==> config.mk <==
export PLATFORM = sky130hd
export DESIGN_NAME = somador_subtrator_serial
export DESIGN_NICKNAME = d
export VERILOG_FILES = /design/src/rtl/somador_subtrator_serial.sv
export SDC_FILE = /design/constraint.sdc
export NUM_CORES = 1
export LEC_CHECK = 0
export ABC_CLOCK_PERIOD_IN_PS = 3890
export CORE_MARGIN = 5
export CORE_UTILIZATION = 40
export DETAILED_ROUTE_END_ITERATION = 8
export GPL_TIMING_DRIVEN = 0
export PLACE_DENSITY = 0.74
export SLEW_MARGIN = 30
export SYNTH_ARGS = -nofsm -noshare
export SYNTH_HDL_FRONTEND = slang
export SYNTH_SLANG_ARGS = --single-unit
==> constraint.sdc <==
create_clock -name clk -period 3.89 [get_ports clk]
set_input_delay 0.778 -clock clk [delete_from_list [all_inputs] [get_ports clk]]
set_output_delay 0.778 -clock clk [all_outputs]
set_load 0.05 [all_outputs]
==> src/rtl/somador_subtrator_serial.sv <==
// somador_subtrator_serial
// Digit-serial adder/subtractor. It processes DIGITO bits per clock, starting with
// the LSB slice, and uses N = LARGURA/DIGITO computation cycles. Operand B is
// zero-extended and then XORed with modo_sub. Results are registered and become
// visible only in the FIM cycle, together with a one-cycle pronto strobe.
module somador_subtrator_serial #(
    parameter int LARGURA   = 8,
    parameter int LARGURA_B = 4,
    parameter int DIGITO    = 2
) (
    input  logic                 clk,
    input  logic                 rst_n,
    input  logic                 inicio,
    input  logic                 modo_sub,
    input  logic                 cin_inicial,
    input  logic                 acumular,
    input  logic [LARGURA-1:0]   a,
    input  logic [LARGURA_B-1:0] b,
    output logic [LARGURA-1:0]   s,
    output logic                 cout,
    output logic                 ov,
    output logic                 zero,
    output logic                 ocupado,
    output logic                 pronto
);

    localparam int N  = LARGURA / DIGITO;
    localparam int CW = (N > 1) ? $clog2(N) : 1;

    typedef enum logic [1:0] {OCIOSO, CALCULA, FIM} estado_t;

    estado_t             estado_q;
    logic [LARGURA-1:0]  a_q;        // operand A, shifted right one slice per cycle
    logic [LARGURA-1:0]  b_q;        // operand B' (already inverted for subtract), shifted likewise
    logic [LARGURA-1:0]  parcial_q;  // result slices, filled from the top down
    logic [LARGURA-1:0]  s_q;
    logic                carry_q;
    logic                cout_q;
    logic                ov_q;
    logic                zero_q;
    logic                ocupado_q;
    logic                pronto_q;
    logic [CW-1:0]       cnt_q;

    logic [DIGITO:0]     soma_fatia_d;
    logic                carry_msb_d;  // carry into the top bit of the current slice
    logic [LARGURA-1:0]  parcial_d;
    logic [LARGURA-1:0]  b_ext_d;

    // Slice adder: sum of the current low slices plus the stored carry, and the partial result shifted in
    always_comb begin
        soma_fatia_d = {1'b0, a_q[DIGITO-1:0]} + {1'b0, b_q[DIGITO-1:0]}
                     + {{DIGITO{1'b0}}, carry_q};
        carry_msb_d  = a_q[DIGITO-1] ^ b_q[DIGITO-1] ^ soma_fatia_d[DIGITO-1];
        parcial_d    = (parcial_q >> DIGITO)
                     | (LARGURA'(soma_fatia_d[DIGITO-1:0]) << (LARGURA - DIGITO));
        b_ext_d      = LARGURA'(b) ^ {LARGURA{modo_sub}};
    end

    // Control FSM plus datapath registers; the visible outputs change only on entry to FIM
    always_ff @(posedge clk or negedge rst_n) begin
        if (!rst_n) begin
            estado_q  <= OCIOSO;
            a_q       <= '0;
            b_q       <= '0;
            parcial_q <= '0;
            s_q       <= '0;
            carry_q   <= 1'b0;
            cout_q    <= 1'b0;
            ov_q      <= 1'b0;
            zero_q    <= 1'b0;
            ocupado_q <= 1'b0;
            pronto_q  <= 1'b0;
            cnt_q     <= '0;
        end else begin
            case (estado_q)
                OCIOSO: begin
                    pronto_q <= 1'b0;
                    if (inicio) begin
                        // In accumulate mode, A is the result currently held in s_q.
                        a_q       <= acumular ? s_q : a;
                        b_q       <= b_ext_d;
                        carry_q   <= cin_inicial;
                        parcial_q <= '0;
                        cnt_q     <= '0;
                        ocupado_q <= 1'b1;
                        estado_q  <= CALCULA;
                    end
                end
                CALCULA: begin
                    a_q       <= a_q >> DIGITO;
                    b_q       <= b_q >> DIGITO;
                    carry_q   <= soma_fatia_d[DIGITO];
                    parcial_q <= parcial_d;
                    cnt_q     <= cnt_q + CW'(1);
                    if (cnt_q == CW'(N - 1)) begin
                        s_q      <= parcial_d;
                        cout_q   <= soma_fatia_d[DIGITO];
                        ov_q     <= carry_msb_d ^ soma_fatia_d[DIGITO];
                        zero_q   <= (parcial_d == '0);
                        pronto_q <= 1'b1;
                        estado_q <= FIM;
                    end
                end
                FIM: begin
                    pronto_q  <= 1'b0;
                    ocupado_q <= 1'b0;
                    estado_q  <= OCIOSO;
                end
                default: begin
                    pronto_q  <= 1'b0;
                    ocupado_q <= 1'b0;
                    estado_q  <= OCIOSO;
                end
            endcase
        end
    end

    assign s       = s_q;
    assign cout    = cout_q;
    assign ov      = ov_q;
    assign zero    = zero_q;
    assign ocupado = ocupado_q;
    assign pronto  = pronto_q;

endmodule

# Word-level counts from Yosys, hierarchy flattened
# Index checks and enable logic that the tools add are counted.
dict set report totals {
  register_bits 42
  latch_bits 0
  ramBits 0
  romBits 0
  out_inout_bits 13
  word_cells 50
  mem_count 0
}
dict set report op_classes {
  addsub 3
  multipliers 0
  n_div 0
  magnitude_cmp 0
  n_eq_ne 4
  n_shift 0
  mux 18
  bitwise 6
  reduce_logical 7
}
# op count
set op_table {}
lappend op_table {{one-hot mux 8 bit (2 select lines)} 3}
lappend op_table {{2-to-1 mux 8 bit} 4}
lappend op_table {{zero test 8 bit} 1}
lappend op_table {{OR 6 x 8 -> 8 bit} 1}
lappend op_table {{one-hot mux 2 bit (2 select lines)} 2}
lappend op_table {{AND reduction 2 bit} 4}
lappend op_table {{bitwise XOR 4 x 8 -> 8 bit} 1}
lappend op_table {{2-to-1 mux 2 bit} 3}
lappend op_table {{2-to-1 mux 1 bit} 4}
lappend op_table {{inequality test 2 bit, second input constant} 2}
lappend op_table {{one-hot mux 1 bit (2 select lines)} 2}
lappend op_table {{adder 2 x 2 -> 3 bit} 1}
lappend op_table {{adder 3 x 1 -> 3 bit} 1}
lappend op_table {{bitwise XOR 1 bit} 3}
lappend op_table {{adder 2 x 1 -> 2 bit, second input constant} 1}
lappend op_table {{== test 2 x 1 -> 1 bit, second input constant} 1}
lappend op_table {{== test 2 bit, second input constant} 1}
lappend op_table {{zero test 2 bit} 1}
lappend op_table {{nonzero test 2 bit} 1}
lappend op_table {{NOT 1 bit} 1}

# Longest topological paths before layout
dict set report logic_depth {
  word_depth 4
  depth_mapped 6
  mapped_depth_nobuf 6
}

# Least setup slack after synthesis
# No wires, ideal clock.
dict set report synth_path {
  kind {register to register}
  startpoint {reg a_q[0]}
  endpoint {reg ov_q (netlist: ov)}
  setup_time_ns 0.127
  arrival_time_ns 1.701
  required_ns 3.763
  path_slack_ns 2.062
  stages_incl_launch_ff 7
  path_buffers 0
  synth_period_minus_slack_ns 1.828
  path_cell_list {dfrtp_1 -> inv_1 -> fa_1 -> fa_1 -> xor2_1 -> xnor2_1 -> o21ai_0}
}
dict set report synth_via {
  elab_chain_len 4
}
# element line
set synth_rtl {}
lappend synth_rtl {{start: declaration} 33} ;# logic [LARGURA-1:0] a_q;
lappend synth_rtl {{start signal: assignment} 81} ;# a_q <= acumular ? s_q : a;
lappend synth_rtl {{start signal: assignment} 91} ;# a_q <= a_q >> DIGITO;
lappend synth_rtl {{adder 2 x 2 -> 3 bit (*)} 52} ;# soma_fatia_d = {1'b0, a_q[DIGITO-1:0]} + {1'b0, b_q[DIGITO-1:0]}
lappend synth_rtl {{adder 3 x 1 -> 3 bit (*)} 53} ;# + {{DIGITO{1'b0}}, carry_q};
lappend synth_rtl {{bitwise XOR 1 bit} 54} ;# carry_msb_d = a_q[DIGITO-1] ^ b_q[DIGITO-1] ^ soma_fatia_d[DIGITO-1];
lappend synth_rtl {{bitwise XOR 1 bit (*)} 99} ;# ov_q <= carry_msb_d ^ soma_fatia_d[DIGITO];
lappend synth_rtl {{end signal: assignment} 99}
lappend synth_rtl {{end: declaration} 39} ;# logic ov_q;
# Every way passes the cells marked *; elsewhere a longest branch is shown, timed or not.
# A chain may end at the register's enable or synchronous reset.

# Final worst setup path
dict set report layout_path {
  startpoint {reg s_q[0] (netlist: s[0])}
  endpoint {out s[0]}
}
# element line
set layout_rtl {}
lappend layout_rtl {{start: declaration} 36} ;# logic [LARGURA-1:0] s_q;
lappend layout_rtl {{start signal: assignment} 97} ;# s_q <= parcial_d;
lappend layout_rtl {{end: declaration} 19} ;# output logic [LARGURA-1:0] s,
# No word-level cell between the ends.

==> flow_summary.ini <==
[sta]
rsz0062_at_grt = false
min_period_over_period_pct = 59.1
setup_viol = 0
slew_viol_final = 0
worst_slew_pin_slew_ns = 0.540
maxSlewHeadroom_pct = 64.0
final.setup.tns_ns = 0
report.final.hold_viol_count = 0
period_minus_slack_ns = 2.30
worst_slack_ns = 1.59
max_freq_ghz = 0.435
fin_skew_ns = 0.00510

[cts]
insertion_delay_ns = 0.30
holdBufCountCts = 0
cts_buffers = 5
cts_tree = yes
clk_path_buf_depth = 2
cts_sinks = 38
cts.htree.levels = 2
clk_pin_slew_worst_paths_ns = 0.08
post_cts_resized = 0
cts-root-buf = clkbuf_8
post_cts_buffers = 0

[setup_path]
worstPathCellList = clkdlybuf4s50_1
max_stage_delay_ns = 0.83
crit_family = buffers and inverters
start_kind = flip-flop
critPathSlowestCell = clkdlybuf4s50_1
worstPathRequired_ns = 3.11
crit_type = flip-flop to primary output
crit_path_end_kind = primary output
ff2ff_path_depth = 6
crit_buf_inv = 1
worstPathArrival_ns = 1.52
cp_num_cells = 1
worstPathMaxFanout = 3

[detailed_routing]
finalWirelength_mm = 3.82
vias_per_cell = 5.10
ant_nets = 0
drt_iter0_drc = 65
num_vias = 1203
drc = 0
routedWlPerCell_um = 16.2
drt-pass1-iter-count = 4

[logic_synthesis]
ys_seq_area_share_pct = 54.1
syn-num-nets = 169
syn_area_mm2 = 0.00176
synth-compound-area-share_pct = 14.9
yosys_warnings = 0
yosys.area_share.simple_pct = 9.89
synth_xor_area_share_pct = 2.99
synthAdderAreaFrac_pct = 3.70
synth_top_family_by_area = compound AO/OA/AOI/OAI gates
ys_ff_latch = 38
ys_types = 28
synth_cells = 147
muxShareOfSynthArea_pct = 8.40
syn_area_per_cell_um2 = 12.0

[power]
power_frac_seq_pct = 35.7
ir_drop_mv = 0.339
power_leakage_nw = 1.02
powerDensity_mw_per_mm2 = 867
switching_share_pct = 42.0
pwr-share-clk_pct = 14.7
p_int_w = 0.00111
power_frac_comb_pct = 49.6
power.total_w = 0.00192
p_switching_w = 0.000806

[cells_and_area]
layout.nets = 205
diodes = 0
area_delta_synth_final_pct = 25.9
fin_cells = 236
drive_above_1_share_pct = 17.9

[floorplanning]
start_util_pct = 40.9
die_x_um = 76.3
core_mm2 = 0.00429
die_area_mm2 = 0.00582
rows = 24
die_y_um = 76.3
io_pins = 31

[status]
outcome = finished, final reports clean

[global_routing]
track_usage_pct = 14.4
grt_max_degree = 27
grt_pass1_wl_mm = 6.62
first_global_vias = 1256
antenna_found_initial = 0
grt.overflow.total = 0

[place]
place_congestion = 0.806
hpwlAfterDp_mm = 2.83
portBuffers = 28
dp.cells = 228
dpl_worst_slack_ns = 1.68

[worst_hold_path]
hp-class = input port to async pin

[run]
cap_viol_max_count = 0
[Yosys cell counts]
cell type	number	area [µm²]
a221o_1	2	20.0
nor2_1	13	48.8
inv_1	7	26.3
nor4_1	1	6.26
nand3b_2	1	11.3
fa_1	2	40.0
xor2_1	3	26.3
or3b_1	2	17.5
o21ai_0	10	50.1
nand2b_1	2	12.5
nand4_1	1	6.26
clkbuf_1	2	7.51
xnor2_1	3	26.3
ha_1	2	25.0
nor2b_1	1	6.26
dfrtp_1	38	951
o21bai_4	1	18.8
mux2i_1	8	80.1
a21oi_1	5	25.0
and3b_1	1	8.76
o21ai_1	1	5.00
buf_6	6	67.6
or2b_1	1	7.51
buf_2	1	5.00
a221o_2	8	90.1
nand2_1	13	48.8
mux2_2	6	67.6
a22o_1	6	52.6
[worst register-to-register path, stage by stage (launching register included)]
cell	delay (ns)
dfrtp_1	0.36
inv_1	0.07
fa_1	0.46
fa_1	0.64
xor2_1	0.20
xnor2_1	0.13
o21ai_0	0.08
[registers in the layout, summed over array words and instances, names as in the netlist]
signal,count
pronto,1
cnt_q,2
a_q,8
estado_q,2
zero,1
carry_q,1
ocupado,1
b_q,6
parcial_q,6
cout,1
ov,1
s,8
[worst paths after layout]
| check | slack [ns] | start | endpoint |
|---|---|---|---|
| setup / recovery | 1.59 | s[0] | s[0] |
| hold / removal | 0.37 | rst_n | a_q[0] |
| setup reg to reg | 1.85 | a_q[0] | ov |
| hold reg to reg | 0.48 | cout | cout |
| max in group asynchronous | 3.08 | rst_n | cnt_q[1] |
| min in group clk | 0.48 | cout | cout |
[power groups by stage]
stage | combinational [W] | sequential, W | clock, W
final | 0.000952 | 0.000685 | 0.000283
after global routing | 0.00103 | 0.000709 | 0.000308
after CTS | 0.000964 | 0.000686 | 0.000294
after detailed placement | 0.000959 | 0.000693 | 0
after global placement | 0.000938 | 0.000685 | 0
after floorplan | 0.000487 | 0.000860 | 0
[layer usage]
layer	wire length (µm)	part of all wire, %	vias to the layer above	GRT usage (%)
met5	0	0	-	0
met3	149	3.9	6	4.85
met4	72	1.9	0	5.77
met1	1750	46	591	19.5
met2	1850	48	19	21.1
li1	-	-	587	-
[cells in the final DEF, fill, tap and decap left out, types with 2 or more instances in the layout]
master,count
dfrtp_1,38
clkdlybuf4s50_1,27
nand2_1,13
nor2_1,13
o21ai_0,10
mux2i_1,8
a221o_2,8
inv_1,7
buf_6,6
a22o_1,6
mux2_2,6
clkbuf_8,6
a21oi_1,5
xor2_1,3
xnor2_1,3
or3b_1,2
clkbuf_1,2
buf_2,2
nand2b_1,2
a221o_1,2
fa_1,2
ha_1,2
[metrics by stage]
| step | utilization, % | area [µm²] | hold WS, ns |
|---|---|---|---|
| after floorplan | - | 1760 | 0.450 |
| after global placement | 49.0 | 2100 | 0.462 |
| after detailed placement | 49.3 | 2120 | 0.469 |
| after CTS | 51.5 | 2210 | 0.368 |
| after global routing | 51.5 | 2210 | 0.380 |
| final | 51.5 | 2210 | 0.369 |
[layout make-up]
type,count,area (µm²)
fillers,386,2080
flip-flops and latches,38,951
multi-input cells,93,701
repair buffers,29,295
clock buffers,6,82.6
plain buffers,9,80.1
well taps,52,65.1
inverters,7,26.3
clock inverters,2,12.5
[logic make-up (layout without fill, tap and decap cells)]
family          after synthesis  in the layout
fa+ha+maj                     4              4
compound gates               33             33
buf+inv                      16             53
flops                        38             38
xor+xnor                      6              6
mux                          14             14
simple gates                 36             36
No activity file was read; power rests on OpenSTA's default activity.
